File: src/rtl/wt_wbuf_merge.sv
// Write-through store buffer: merges same-word stores into one pending entry and
// drains entries in allocation order, with a bounded number of writes outstanding.
module wt_wbuf_merge #(
  parameter int DEPTH   = 8,
  parameter int ADDR_W  = 64,
  parameter int DATA_W  = 64,
  parameter int MAX_OUT = 7,
  parameter int TID_W   = $clog2(DEPTH)
) (
  input  logic                clk_i,
  input  logic                rst_ni,
  input  logic                st_valid_i,
  output logic                st_ready_o,
  input  logic [ADDR_W-1:0]   st_addr_i,
  input  logic [DATA_W-1:0]   st_data_i,
  input  logic [DATA_W/8-1:0] st_be_i,
  output logic                mem_req_valid_o,
  input  logic                mem_req_ready_i,
  output logic [ADDR_W-1:0]   mem_req_addr_o,
  output logic [DATA_W-1:0]   mem_req_data_o,
  output logic [DATA_W/8-1:0] mem_req_be_o,
  output logic [TID_W-1:0]    mem_req_tid_o,
  input  logic                mem_ack_valid_i,
  input  logic [TID_W-1:0]    mem_ack_tid_i,
  input  logic [ADDR_W-1:0]   rd_addr_i,
  output logic                rd_hit_o,
  input  logic                flush_i,
  output logic                empty_o,
  output logic                full_o
);
  // Handshakes: a transfer happens on a rising edge where valid && ready; valid
  // never depends on ready, and a raised mem_req_valid_o holds with stable fields.
  localparam int BE_W  = DATA_W / 8;
  localparam int OFF   = $clog2(BE_W);
  localparam int WA_W  = ADDR_W - OFF;
  localparam int CNT_W = $clog2(DEPTH + 1);
  localparam int OUT_W = $clog2(MAX_OUT + 1);

  typedef enum logic [1:0] {ST_INVALID, ST_VALID, ST_PRESENTED, ST_INFLIGHT} ent_state_e;

  ent_state_e        state_q [DEPTH];
  ent_state_e        state_d [DEPTH];
  logic [WA_W-1:0]   waddr_q [DEPTH];
  logic [DATA_W-1:0] data_q  [DEPTH];
  logic [BE_W-1:0]   be_q    [DEPTH];
  logic [TID_W-1:0]  queue_q [DEPTH];
  logic [TID_W-1:0]  rd_ptr_q, wr_ptr_q;
  logic [CNT_W-1:0]  q_cnt_q;
  logic [OUT_W-1:0]  out_cnt_q;

  logic [WA_W-1:0]  st_waddr, rd_waddr;
  logic [TID_W-1:0] head_idx, merge_idx, alloc_idx;
  logic             req_valid, merge_hit, any_free, all_invalid, hit;
  logic             st_fire, do_merge, do_alloc, issue, ack_ok;
  logic             unused_lsbs;

  assign st_waddr    = st_addr_i[ADDR_W-1:OFF];
  assign rd_waddr    = rd_addr_i[ADDR_W-1:OFF];
  assign unused_lsbs = ^{st_addr_i[OFF-1:0], rd_addr_i[OFF-1:0]};

  assign head_idx  = queue_q[rd_ptr_q];
  assign req_valid = (q_cnt_q != '0)
                   && (state_q[head_idx] == ST_VALID || state_q[head_idx] == ST_PRESENTED)
                   && (out_cnt_q < OUT_W'(MAX_OUT));

  // Entry search; descending scan so the lowest matching index wins. The head
  // is frozen as soon as it is offered, even before its state reads PRESENTED.
  always_comb begin
    merge_hit   = 1'b0;
    merge_idx   = '0;
    any_free    = 1'b0;
    alloc_idx   = '0;
    all_invalid = 1'b1;
    hit         = 1'b0;
    for (int i = DEPTH - 1; i >= 0; i--) begin
      if (state_q[i] == ST_VALID && waddr_q[i] == st_waddr
          && !(req_valid && head_idx == TID_W'(i))) begin
        merge_hit = 1'b1;
        merge_idx = TID_W'(i);
      end
      if (state_q[i] == ST_INVALID) begin
        any_free  = 1'b1;
        alloc_idx = TID_W'(i);
      end else begin
        all_invalid = 1'b0;
        if (waddr_q[i] == rd_waddr) hit = 1'b1;
      end
    end
  end

  assign st_fire  = st_valid_i && st_ready_o;
  assign do_merge = st_fire && merge_hit;
  assign do_alloc = st_fire && !merge_hit;
  assign issue    = req_valid && mem_req_ready_i;
  assign ack_ok   = mem_ack_valid_i && (state_q[mem_ack_tid_i] == ST_INFLIGHT);

  // Next-state: head, acked and allocated entries are always distinct.
  always_comb begin
    for (int i = 0; i < DEPTH; i++) state_d[i] = state_q[i];
    if (req_valid) state_d[head_idx] = issue ? ST_INFLIGHT : ST_PRESENTED;
    if (ack_ok)    state_d[mem_ack_tid_i] = ST_INVALID;
    if (do_alloc)  state_d[alloc_idx] = ST_VALID;
  end

  always_ff @(posedge clk_i) begin
    if (!rst_ni) begin
      for (int i = 0; i < DEPTH; i++) state_q[i] <= ST_INVALID;
      rd_ptr_q  <= '0;
      wr_ptr_q  <= '0;
      q_cnt_q   <= '0;
      out_cnt_q <= '0;
    end else begin
      for (int i = 0; i < DEPTH; i++) state_q[i] <= state_d[i];
      if (do_alloc) wr_ptr_q <= wr_ptr_q + TID_W'(1);
      if (issue)    rd_ptr_q <= rd_ptr_q + TID_W'(1);
      case ({do_alloc, issue})
        2'b10:   q_cnt_q <= q_cnt_q + CNT_W'(1);
        2'b01:   q_cnt_q <= q_cnt_q - CNT_W'(1);
        default: ;
      endcase
      case ({issue, ack_ok})
        2'b10:   out_cnt_q <= out_cnt_q + OUT_W'(1);
        2'b01:   out_cnt_q <= out_cnt_q - OUT_W'(1);
        default: ;
      endcase
    end
  end

  // Payload storage is qualified by entry state, so it needs no reset.
  always_ff @(posedge clk_i) begin
    if (rst_ni) begin
      if (do_alloc) begin
        queue_q[wr_ptr_q]  <= alloc_idx;
        waddr_q[alloc_idx] <= st_waddr;
        data_q[alloc_idx]  <= st_data_i;
        be_q[alloc_idx]    <= st_be_i;
      end
      if (do_merge) begin
        for (int b = 0; b < BE_W; b++) begin
          if (st_be_i[b]) data_q[merge_idx][8*b +: 8] <= st_data_i[8*b +: 8];
        end
        be_q[merge_idx] <= be_q[merge_idx] | st_be_i;
      end
    end
  end

  always_comb begin
    st_ready_o      = !flush_i && (merge_hit || any_free);
    mem_req_valid_o = req_valid;
    mem_req_addr_o  = {waddr_q[head_idx], {OFF{1'b0}}};
    mem_req_data_o  = data_q[head_idx];
    mem_req_be_o    = be_q[head_idx];
    mem_req_tid_o   = head_idx;
    rd_hit_o        = hit;
    empty_o         = all_invalid;
    full_o          = !any_free;
  end

endmodule

File: config.mk
export PLATFORM = sky130hd
export DESIGN_NAME = wt_wbuf_merge
export DESIGN_NICKNAME = d
export VERILOG_FILES = /design/src/rtl/wt_wbuf_merge.sv
export SDC_FILE = /design/constraint.sdc
export NUM_CORES = 2
export LEC_CHECK = 0
export ABC_CLOCK_PERIOD_IN_PS = 13050
export CORE_ASPECT_RATIO = 1.75
export CORE_MARGIN = 3
export CORE_UTILIZATION = 35
export CTS_CLUSTER_DIAMETER = 50
export CTS_CLUSTER_SIZE = 30
export DETAILED_ROUTE_END_ITERATION = 8
export GPL_TIMING_DRIVEN = 1
export MAX_ROUTING_LAYER = met4
export PLACE_DENSITY = 0.57
export SLEW_MARGIN = 30
export SYNTH_ARGS = -nofsm -noshare
export SYNTH_HDL_FRONTEND = slang
export SYNTH_SLANG_ARGS = --single-unit
File: constraint.sdc
create_clock -name clk_i -period 13.05 [get_ports clk_i]
set_clock_uncertainty 0.15 [all_clocks]
set_input_delay 1.9575 -clock clk_i [delete_from_list [all_inputs] [get_ports clk_i]]
set_output_delay 1.9575 -clock clk_i [all_outputs]
set_load 0.005 [all_outputs]
* After elaboration in Yosys (flattened, before gate mapping)
Memories as Yosys holds them, arrays and structs flattened. A register that Yosys moved wholly into a read port is not among the register bits.
Index checks and enable logic that the tools add are counted.
W data, S select, Z words.
** Storage, ports and cells
- Bits in registers :: 13
- Logic and storage cells :: 263
- Memories kept :: 5
- Output and inout bits :: 144
- RAM bits :: 1104
- Input bits :: 209
** Memory list
- data_q :: words 8, width 64, read ports 1, clocked after memory_dff 0, wr ports 1, line 44 : logic [DATA_W-1:0] data_q [DEPTH];
- waddr_q :: words 8, width 61, read ports 9, clocked after memory_dff 0, wr ports 1, line 43 : logic [WA_W-1:0] waddr_q [DEPTH];
- be_q :: words 8, width 8, read ports 2, clocked after memory_dff 0, wr ports 1, line 45 : logic [BE_W-1:0] be_q [DEPTH];
- queue_q :: words 8, width 3, read ports 1, clocked after memory_dff 1, wr ports 1, line 46 : logic [TID_W-1:0] queue_q [DEPTH];
- state_q :: words 8, width 2, read ports 10, clocked after memory_dff 0, wr ports 8, line 41 : ent_state_e state_q [DEPTH];
** Operators by class
- Mux-type cells :: 124
- Equal/unequal tests :: 38
- Bitwise operators :: 17
- Reductions and logical operators :: 62
- Add/subtract/negate cells :: 6
- Magnitude comparators :: 7
** Operators by type and width (count)
- $eq A61 B61 Y1 :: 16
- $mux W1 :: 81
- $mux W64 :: 1
- $reduce_or A64 Y1 :: 1
- $mux W3 :: 20
- $mux W16 :: 3
- $logic_and A1 B1 Y1 :: 35
- $eq A2 B1 Y1 const B :: 11
- $mux W2 :: 11
- $demux W2 S3 :: 3
- $and A16 B16 Y16 :: 1
- $bwmux W16 :: 1
- $logic_not A2 Y1 :: 8
- $mux W8 :: 2
- $not A16 Y16 :: 1
- $or A8 B8 Y8 :: 2
- $eq A3 B3 Y1 const B :: 4
- $ge A4 B4 Y1 const B :: 3
- $lt A4 B1 Y1 const B :: 3
- $not A3 Y4 :: 3
- $logic_not A1 Y1 :: 11
- $add A3 B1 Y3 const B :: 3
- $and A8 B8 Y8 :: 1
- $eq A2 B2 Y1 const B :: 4
- 15 further kinds :: 25

* Depth between registers and ports, before layout
An unclocked memory read counts as a cell.
- Depth in word-level cells :: 25
- Mapped depth :: 18

* Worst setup path after synthesis
Ideal clock, no wire load.
- Path type :: input-to-reg
- Start :: in st_addr_i[59]
- End :: mem waddr_q[1][0] in the netlist's numbering (enable)
- Setup time :: 0.480 ns
- Setup slack :: 5.385 ns
- Required time :: 12.420 ns
- Data arrival time :: 7.034 ns
- Cell stages on the path :: 13
- Buffers on the path :: 2
- Cells stage by stage :: clkbuf_1 > xor2_1 > nor4_1 > and4_1 > nand4_1 > nor3_1 > nor3_1 > o211ai_1 > nand2b_1 > nor3_2 > buf_4 > nand2_1 > nor2_1
** On the way
- Cells in the longest elaborated chain, start to end :: 18
** RTL lines
- from (decl) :: line 14 : input logic [ADDR_W-1:0] st_addr_i,
- $eq A61 B61 Y1 :: line 76 : if (state_q[i] == ST_VALID && waddr_q[i] == st_waddr
- $logic_and A1 B1 Y1 :: line 76
- $logic_and A1 B1 Y1 :: line 77 : && !(req_valid && head_idx == TID_W'(i))) begin
- $mux W1 (7 in series) :: line 76
- $mux W1 * :: line 76
- $logic_or A1 B1 Y1 :: line 148 : st_ready_o = !flush_i && (merge_hit || any_free);
- $logic_and A1 B1 Y1 :: line 148
- $logic_and A1 B1 Y1 :: line 91 : assign st_fire = st_valid_i && st_ready_o;
- $logic_and A1 B1 Y1 * :: line 93 : assign do_alloc = st_fire && !merge_hit;
- $mux W1 * :: line 132 : if (do_alloc) begin
- $mux W1 * :: line 131 : if (rst_ni) begin
- $mux W1 (not written as such) * :: line 134 : waddr_q[alloc_idx] <= st_waddr;
- to (decl) :: line 43
Mark *: on every way between the ends. The rest lies on a longest branch, timed or not.

* Worst setup path in the final report
- Start :: in st_addr_i[28]
- End :: out st_ready_o
** On the way
- Cells in the longest elaborated chain, start to end :: 13
** RTL lines
- $eq A61 B61 Y1 :: line 76
- $logic_and A1 B1 Y1 :: line 76
- $logic_and A1 B1 Y1 :: line 77
- $mux W1 (7 in series) :: line 76
- $mux W1 * :: line 76
- $logic_or A1 B1 Y1 * :: line 148
- $logic_and A1 B1 Y1 * :: line 148
- to (decl) :: line 13 : output logic st_ready_o,
Marked as above.

==> results.py <==
metrics = {
    "run_status": {
        "status": "finished, final reports clean",
    },
    "power": {
        "power_density_mw_per_mm2": 126,
        "peakVddDrop_mv": 0.155,
        "leakagePower_nw": 24.3,
    },
    "timing": {
        "rsz0062_at_grt": "no",
        "fin_crit_ns": 9.34,
        "final.setup.tns_ns": 0,
        "final_hold_violation_count": 0,
        "timing.max_slew.rel_slack": 0.259,
        "layout_worst_path_cycle_share": 0.716,
        "worst-slew-pin-transition_ns": 1.11,
        "max_frequency_ghz": 0.107,
        "drv_slew": 0,
        "setup_viol": 0,
    },
    "worst_setup_path": {
        "worstSetupStartpointType": "input pin",
        "max_stage_delay_ns": 0.84,
        "timing_worst_setup_path_type": "in2out",
        "worst_path_max_delay_cell": "nor3_1",
        "data_arrival_critical_path_ns": 7.23,
        "crit_path_cell_trace": "clkdlybuf4s50_1, buf_4, buf_4, nor2b_1, or3_1, nor4_1, nand4_1, nor3_1, a22oi_1, o21ba_2, a41oi_1, clkdlybuf4s50_1",
        "worst_path_required_ns": 10.94,
        "end_kind": "primary output",
        "worst-path-max-fanout": 11,
    },
    "synthesis": {
        "post_synth_fa_ha_maj_area_fraction": 0.00193,
        "synth-warning-count": 0,
        "syn_avg_cell_area_um2": 10.3,
        "synth_flop_cell": "edfxtp_1",
        "synth-async-reset-ratio": 0,
        "synth_compound_area_frac": 0.0641,
        "synthCells": 5808,
        "synth_cell_types": 87,
        "dominant_combinational_cell_family_by_area_after_synthesis": "simple AND/OR/NAND/NOR gates",
        "yosys.area_share.simple": 0.228,
        "post_synth_xor_area_fraction": 0.103,
        "post_synthesis_sequential_area_ratio": 0.558,
        "ys_seq_elements": 1120,
        "syn-cell-area_mm2": 0.0597,
        "synth_top_area_cell": "edfxtp_1",
        "synth_enable_flop_cells": 1088,
        "synth_largest_type_area_fraction": 0.548,
        "synth.area.top_cells": "edfxtp_1, nand2_1, xor2_1",
        "synth.area.mux_share": 0.0105,
    },
    "cells_and_area": {
        "num-fill-cells": 16400,
        "area.growth.synth_to_final_pct": 18.5,
        "layout.cells.non_filler": 8476,
        "layout_cells_sized_above_1": 0.0862,
        "nets": 6342,
    },
    "route": {
        "via_per_inst": 6.35,
        "drc": 0,
        "pre_repair_dr_iteration_count": 6,
        "routed_wl_mm": 406,
        "postRouteAntennaNets": 0,
        "detailedRoute.firstIterationViolations": 7033,
        "routedWlPerCell_um": 47.9,
        "dr_total_vias": 53800,
    },
    "place": {
        "placement.io_buffers": 343,
        "globalplace.congestion": 1.14,
        "place.detailed.instances": 8210,
        "dp.final_hpwl_mm": 296,
    },
    "grt": {
        "globalRouteOverflowTotal": 0,
        "vias_in_the_first_global_route": 51200,
        "grt_util_all_layers": 0.467,
        "largest_net_degree_at_the_start_of_global_routing": 148,
        "antenna_found_initial": 60,
        "grt_first_pass_wirelength_mm": 522,
    },
    "cts": {
        "cts.sink_count": 1120,
        "clk_pin_slew_worst_paths_ns": 0.09,
        "clockBufferDepth": 3,
        "clockRootBuffer": "clkbuf_16",
        "tritoncts_clock_tree": "yes",
        "postCtsHoldBufs": 0,
        "htree_levels": 3,
        "clk-insertion-delay-late_ns": 0.80,
        "cts_setup_buffers": 0,
        "cts_buffers": 106,
        "cts-resized-gates": 0,
    },
    "flow_run": {
        "timing.max_cap.violations": 0,
    },
    "die": {
        "rows": 199,
        "initial_core_util": 0.353,
        "core_area_mm2": 0.169,
        "dieArea_mm2": 0.176,
        "die_width_um": 318,
        "boundaryPins": 353,
        "die_height_um": 552,
    },
    "worst_hold_path": {
        "hold_path_class": "reg2reg",
    },
}
synthesized netlist by cell type (28+ instances only):
library cell	n
nand2_1	1208
edfxtp_1	1088
nand3_1	648
xor2_1	415
clkbuf_1	315
xnor2_1	287
nand2b_1	220
nor4_1	217
o21ai_0	200
nand4_1	184
inv_1	168
nor2_1	164
o22ai_1	80
nor2b_1	76
o211ai_1	62
nor3_1	40
dfxtp_1	32
a21oi_1	28
final cells by class:
type                    count  area, µm²  share of cell area
inverters                 173        664             0.00940
multi-input cells        4170      24700               0.349
well taps                2211       2770              0.0391
repair buffers            554       5080              0.0718
clock buffers             113       2700              0.0382
clock inverters            89       1360              0.0192
flip-flops and latches   1120      33300               0.471
diodes                     46        115             0.00163
worst max-delay path, delay by kind of cell:
kind,cells,cell delay [ns]
buffers and inverters,4,1.79
AND/OR/NAND/NOR,5,2.14
AO/OA/AOI/OAI,3,1.28
registers in the layout, summed over array words and instances (netlist names), named ones only:
| register | flops |
|---|---|
| be_q | 64 |
| data_q | 512 |
| out_cnt_q | 3 |
| q_cnt_q | 4 |
| queue_q | 24 |
| rd_ptr_q | 3 |
| state_q | 16 |
| waddr_q | 488 |
| wr_ptr_q | 3 |
worst paths after layout:
path                                  start                   endpoint  slack, ns  cells past startpoint
setup / recovery              st_addr_i[28]                 st_ready_o       3.71                     12
setup reg to reg                       flop   waddr_q[6][54]$_DFFE_PP_       6.02                     12
hold / removal    out_cnt_q[2]$_SDFFE_PN0P_  out_cnt_q[2]$_SDFFE_PN0P_       0.34                      2
hold reg to reg   out_cnt_q[2]$_SDFFE_PN0P_  out_cnt_q[2]$_SDFFE_PN0P_       0.34                      2
report_power, final:
part / total (mW) / internal [mW] / leakage [nW] / switching (mW)
logic: 1.35 / 0.365 / 12.3 / 0.981
clock network: 3.59 / 1.75 / 1.94 / 1.84
registers: 3.99 / 3.96 / 10.1 / 0.0245
logic make-up after synthesis:
| group | count (synthesis) |
|---|---|
| and+or+nand+nor | 2839 |
| DFF | 1120 |
| xor gates and xnor gates | 702 |
| AOI/OAI and AO/OA | 569 |
| buffers and inverters | 520 |
| muxes | 49 |
| adders and majority gates | 8 |
| other | 1 |
stage by stage:
step	setup WS [ns]	area, µm²	total power, mW	hold WS (ns)	util
after floorplan	5.39	59700	4.55	0.304	-
after global placement	3.28	66100	5.33	0.318	0.391
after detailed placement	4.01	66200	5.33	0.328	0.392
after CTS	3.99	70300	8.87	0.342	0.416
after global routing	3.92	70700	9.09	0.374	0.419
final	3.71	70700	8.93	0.341	0.419
cell usage in the layout, fill, tap and decap left out, types with 36 or more instances in the layout:
master           instances
nand2_1               1208
edfxtp_1              1088
nand3_1                648
xor2_1                 412
clkdlybuf4s50_1        319
xnor2_1                281
nand2b_1               220
nor4_1                 204
o21ai_0                193
buf_4                  187
nand4_1                184
inv_1                  165
nor2_1                 135
clkbuf_16              108
o22ai_1                 80
nor2b_1                 76
o211ai_1                62
diode_2                 46
nor3_1                  36
per-layer routing:
metal | routed length [µm] | global-route usage | vias to the layer above
met2 | 185000 | 0.714 | 3834
met1 | 130000 | 0.458 | 26700
met3 | 34500 | 0.139 | 1654
met5 | 0 | - | -
met4 | 56400 | 0.489 | 0
li1 | - | - | 21600
No activity file was read; power rests on OpenSTA's default activity.
